==> src/rtl/impl_pkg.sv <==
// Shared widths and types for the (A + B) * C streaming compute block.
// The result width is derived from the operand width and is not a free parameter.
package impl_pkg;

    localparam int DATA_W_DEF = 8;

    function automatic int res_w(input int dw);
        return 2 * dw + 1;
    endfunction

    localparam int RES_W_DEF = res_w(DATA_W_DEF);

    typedef logic [DATA_W_DEF-1:0] operand_t;
    typedef logic [RES_W_DEF-1:0]  result_t;

endpackage

==> src/rtl/impl_in_buf.sv <==
// One-entry Avalon-ST sink buffer: captures one operand and holds it until cleared.
// Latency: data visible on q the cycle after valid && ready. Backpressure: ready = ~full.
// A clear always wins; the slot reopens one cycle later.
module impl_in_buf
    import impl_pkg::*;
#(
    parameter int DATA_W = DATA_W_DEF
) (
    input  logic              clk,
    input  logic              reset,
    input  logic [DATA_W-1:0] data,
    input  logic              valid,
    output logic              ready,
    output logic [DATA_W-1:0] q,
    output logic              full,
    input  logic              clear
);

    assign ready = ~full;

    always_ff @(posedge clk or negedge reset) begin
        if (!reset) begin
            q    <= '0;
            full <= 1'b0;
        end else if (clear) begin
            full <= 1'b0;
        end else if (valid && !full) begin
            q    <= data;
            full <= 1'b1;
        end
    end

endmodule

==> src/rtl/impl_unit.sv <==
// Three-operand Avalon-ST sink producing R = (A + B) * C on a registered conduit.
// Latency: result one edge after the last operand lands; readys stay low until then.
// Optional coe_R_valid strobe when IMPL_RESULT_VALID_EN is defined.
module impl_unit
    import impl_pkg::*;
#(
    parameter  int DATA_W = DATA_W_DEF,
    localparam int RES_W  = res_w(DATA_W)
) (
    input  logic              csi_clk,
    input  logic              rsi_reset,
    input  logic [DATA_W-1:0] asi_in0_data,
    input  logic              asi_in0_valid,
    output logic              asi_in0_ready,
    input  logic [DATA_W-1:0] asi_in1_data,
    input  logic              asi_in1_valid,
    output logic              asi_in1_ready,
    input  logic [DATA_W-1:0] asi_in2_data,
    input  logic              asi_in2_valid,
    output logic              asi_in2_ready,
    output logic [RES_W-1:0]  coe_R
`ifdef IMPL_RESULT_VALID_EN
    ,
    output logic              coe_R_valid
`endif
);

    logic [DATA_W-1:0] a_q, b_q, c_q;
    logic              a_full, b_full, c_full;
    logic              fire;
    logic [RES_W-1:0]  sum_ext, prod;

    assign fire = a_full & b_full & c_full;

    impl_in_buf #(.DATA_W(DATA_W)) u_buf_a (
        .clk(csi_clk), .reset(rsi_reset),
        .data(asi_in0_data), .valid(asi_in0_valid), .ready(asi_in0_ready),
        .q(a_q), .full(a_full), .clear(fire)
    );

    impl_in_buf #(.DATA_W(DATA_W)) u_buf_b (
        .clk(csi_clk), .reset(rsi_reset),
        .data(asi_in1_data), .valid(asi_in1_valid), .ready(asi_in1_ready),
        .q(b_q), .full(b_full), .clear(fire)
    );

    impl_in_buf #(.DATA_W(DATA_W)) u_buf_c (
        .clk(csi_clk), .reset(rsi_reset),
        .data(asi_in2_data), .valid(asi_in2_valid), .ready(asi_in2_ready),
        .q(c_q), .full(c_full), .clear(fire)
    );

    // Widen before adding so the carry of A + B survives into the multiply.
    assign sum_ext = RES_W'(a_q) + RES_W'(b_q);
    assign prod    = sum_ext * RES_W'(c_q);

    always_ff @(posedge csi_clk or negedge rsi_reset) begin
        if (!rsi_reset) begin
            coe_R <= '0;
        end else if (fire) begin
            coe_R <= prod;
        end
    end

`ifdef IMPL_RESULT_VALID_EN
    always_ff @(posedge csi_clk or negedge rsi_reset) begin
        if (!rsi_reset) begin
            coe_R_valid <= 1'b0;
        end else begin
            coe_R_valid <= fire;
        end
    end
`endif

endmodule

==> config.mk <==
export PLATFORM = sky130hd
export DESIGN_NAME = impl_unit
export DESIGN_NICKNAME = d
export VERILOG_FILES = /design/src/rtl/impl_pkg.sv /design/src/rtl/impl_in_buf.sv /design/src/rtl/impl_unit.sv
export SDC_FILE = /design/constraint.sdc
export NUM_CORES = 1
export LEC_CHECK = 0
export ABC_AREA = 1
export CELL_PAD_IN_SITES_DETAIL_PLACEMENT = 0
export CELL_PAD_IN_SITES_GLOBAL_PLACEMENT = 1
export CORE_ASPECT_RATIO = 1.5
export CORE_MARGIN = 2
export CORE_UTILIZATION = 39
export CTS_CLUSTER_SIZE = 14
export DETAILED_ROUTE_END_ITERATION = 6
export HOLD_SLACK_MARGIN = 0.08
export PLACE_DENSITY_LB_ADDON = 0.1
export SLEW_MARGIN = 25
export SYNTH_ARGS = -nofsm -noshare
export SYNTH_HDL_FRONTEND = slang
export SYNTH_SLANG_ARGS = --single-unit
==> constraint.sdc <==
create_clock -name csi_clk -period 4.75 [get_ports csi_clk]
set_input_delay 0.95 -clock csi_clk [delete_from_list [all_inputs] [get_ports csi_clk]]
set_output_delay 0.95 -clock csi_clk [all_outputs]
set_load 0.02 [all_outputs]
==> results of run 1 <==
[registers in the layout, summed over array words and instances, names as in the netlist]
name	cells
u_buf_a.q	8
coe_R	17
u_buf_a.full	1
u_buf_b.full	1
u_buf_b.q	8
u_buf_c.q	8
u_buf_c.full	1
[layer usage]
| metal | GRT usage, % | share of wire (%) |
|---|---|---|
| met1 | 21.9 | 38 |
| met2 | 39.3 | 57 |
| met3 | 2.06 | 2.0 |
| met4 | 7.74 | 2.8 |
| met5 | 0 | 0 |
[layout make-up]
type	count	area [um2]
clock inverter	3	46.3
clock buffer	5	125
multi-input combinational	378	3310
sequential	44	1100
timing repair buffer	107	928
tap	147	184
inverter	130	495
fill	1072	4930
[cells in the final DEF, fill, tap and decap left out, types with 3 or more instances in the layout]
| master | netlist | layout |
|---|---|---|
| inv_2 | 2 | 17 |
| a21oi_1 | 14 | 11 |
| nand4_1 | 4 | 4 |
| dfrtp_1 | 44 | 44 |
| buf_4 | 0 | 58 |
| ha_4 | 0 | 11 |
| nand3_2 | 2 | 6 |
| clkdlybuf4s50_1 | 0 | 47 |
| o21ai_0 | 13 | 9 |
| nor2_1 | 62 | 45 |
| fa_1 | 43 | 41 |
| nor2_2 | 0 | 7 |
| nand2_2 | 2 | 21 |
| o21ai_1 | 1 | 3 |
| inv_1 | 128 | 111 |
| xnor2_1 | 3 | 3 |
| nand3_1 | 20 | 15 |
| clkbuf_16 | 0 | 5 |
| nand2_4 | 0 | 8 |
| a21oi_2 | 1 | 3 |
| mux2_2 | 16 | 16 |
| nor2_4 | 0 | 10 |
| nand2_1 | 135 | 107 |
| ha_1 | 45 | 33 |
| xor2_2 | 1 | 3 |
[worst max-delay path: stages, from the launching register on]
cell and delay [ps]:
dfrtp_1 410, buf_4 150, fa_2 390, nand3_2 90
nand3_4 110, xor2_4 200, buf_6 140, inv_6 40
nor2_2 80, fa_1 450, fa_1 530, fa_1 500
inv_1 50, fa_1 500, inv_2 50, ha_4 310
nand2_4 80, inv_4 70, nand2_2 60, nor2_1 100
nand2_1 80, nand2_1 60, nand2_1 40, nand3_1 70
nand2_1 50
[path summary, 6_finish.rpt]
path / cells after the start / end / startpoint / slack [ps]
worst max-delay path: 24 / coe_R[16]$_DFFE_PN0P_ / u_buf_b.q[1]$_DFFE_PN0P_ / 20
worst min-delay path: 2 / coe_R[2]$_DFFE_PN0P_ / coe_R[2]$_DFFE_PN0P_ / 480
worst max register to register: 24 / coe_R[16]$_DFFE_PN0P_ / u_buf_b.q[1]$_DFFE_PN0P_ / 20
worst min register to register: 2 / coe_R[2]$_DFFE_PN0P_ / coe_R[2]$_DFFE_PN0P_ / 480
max in group asynchronous: 1 / u_buf_c.q[5]$_DFFE_PN0P_ / rsi_reset / 3680
min in group asynchronous: 1 / u_buf_a.full$_DFFE_PN0P_ / rsi_reset / 660
[cell families after synthesis]
logic type / count (synthesis)
xor gates and xnor gates: 10
AOI/OAI and AO/OA: 32
buffers and inverters: 137
adders and majority gates: 88
and+or+nand+nor: 232
DFF: 44
muxes: 16
[stage by stage]
| step | worst slack (ps) | instance area (um2) | utilization, % | instances | TNS [ps] |
|---|---|---|---|---|---|
| 2_1_floorplan | 30.6 | 4460 | - | 559 | 0 |
| 4_1_cts | -63.2 | 5930 | 53.3 | 807 | -305 |
| 3_3_place_gp | -342 | 5390 | 48.5 | 789 | -2810 |
| 3_5_place_dp | -373 | 5400 | 48.6 | 789 | -3020 |
| 6_report | 21.9 | 6190 | 55.7 | 814 | 0 |
| 5_1_grt | -221 | 6190 | 55.7 | 814 | -1390 |
[what timing repair did]
| action | CTS | global route |
|---|---|---|
| endpoints found under the setup margin | 10 | 10 |
| buffers inserted | 10 | 8 |
| resized for setup | 59 | 68 |
| pin swaps | 35 | 61 |
| cloned | 0 | 0 |
| hold buffers | 0 | 0 |
==> out/qor.txt, run 1 <==
status: completed
clock buffer depth: 2
vias in the first global route: 4194
Die ar.: 12300 um2
adder-cell share of the synthesized area: 31.9%
mux share of post-synthesis cell area: 4.04%
Seq cells post-synth: 44
RSZ-0062 raised after global routing: yes
die height: 135 um
All-Layer GR Usage: 20.1%
vias per cell: 4.69
worst rel slew slack: 50.3%
fin crit share: 99.5%
worst skew pair latency: 300 ps
antenna violations before repair: 0
CTS tree: yes
simple-gate share of the synthesized area: 21.4%
combinational family with the most area after synthesis: adder cells
sequential area share after synthesis: 24.7%
Worst Skew: 9.28 ps
layout cells sized above 1: 27.9%
largest net degree at the start of global routing: 45
clock root buffer: clkbuf_16
final slew viol count: 0
Area contributors post-synth: dfrtp_1 25%, fa_1 19%, ha_1 13%, nand2_1 11%, inv_1 11%
Total Wirelength: 11.6 mm
first-pass GRT wire length: 19.7 mm
Yosys top cell area share: 24.7%
# H-tree levels: 2
crit-path max FO: 5
Ports: 49
Final min period: 4730 ps
Cells after Synth: 559
worst path arrival time: 4920 ps
most common cell in the netlist: nand2_1
gpl congestion: 0.942
DRC viols: 0
starting density of the core: 40.1%
final setup fails: 0
dpl hpwl: 9.28 mm
biggest area consumer among synthesized cells: dfrtp_1
Fin. Hold Viols: 0
routed len/inst: 14.2 um
Mapped Nets: 676
Most used DFF post-synth: dfrtp_1
Yosys cell types: 30
P&R area growth vs syn: 38.9%
clock slew at reported path FFs: 70 ps
Startpoint Class: register
Post-Synth XOR/XNOR Area: 2.13%
Avg Cell Area, Syn: 7.97 um2
CP endpoint kind: register
total CTS buffers: 5
cell area after synthesis: 4460 um2
Critical Path RT: 4940 ps
nets: 783
worst hold path class: register to register
Compound-Gate Fraction of Synth Area: 4.01%
Die X-Extent: 91.3 um
CTS Sinks: 44
initial DRC count: 88
# diodes: 0
slew at the pin with the worst max-slew slack: 744 ps
MaxCap Viol Count: 0
grt ovf: 0
post-route ant nets: 0
crit path kind: register to register
routed vias: 3821
count of input and output buffers: 48
commonest cells in the netlist: 135 x nand2_1, 128 x inv_1, 62 x nor2_1, 45 x ha_1, 44 x dfrtp_1
Max Freq: 211 MHz
row count: 47
Post-synth EDFFs: 0
hold_ws: 476 ps
ys async rst share: 100%
synth warn: 0
total core area: 11100 um2
TritonRoute pass-1 iters: 4
Power of run 1 is left out: the tool's default activity adds up to more than one toggle a clock period on the data nets, which glitch-free logic cannot reach.
==> run 2: changes to the inputs <==
- GPL_ROUTABILITY_DRIVEN: not set -> 0
==> results of run 2 <==
Same layout as run 1: the final DEF is identical, and so are final timing and power.
Power of run 2 is left out for the same reason.
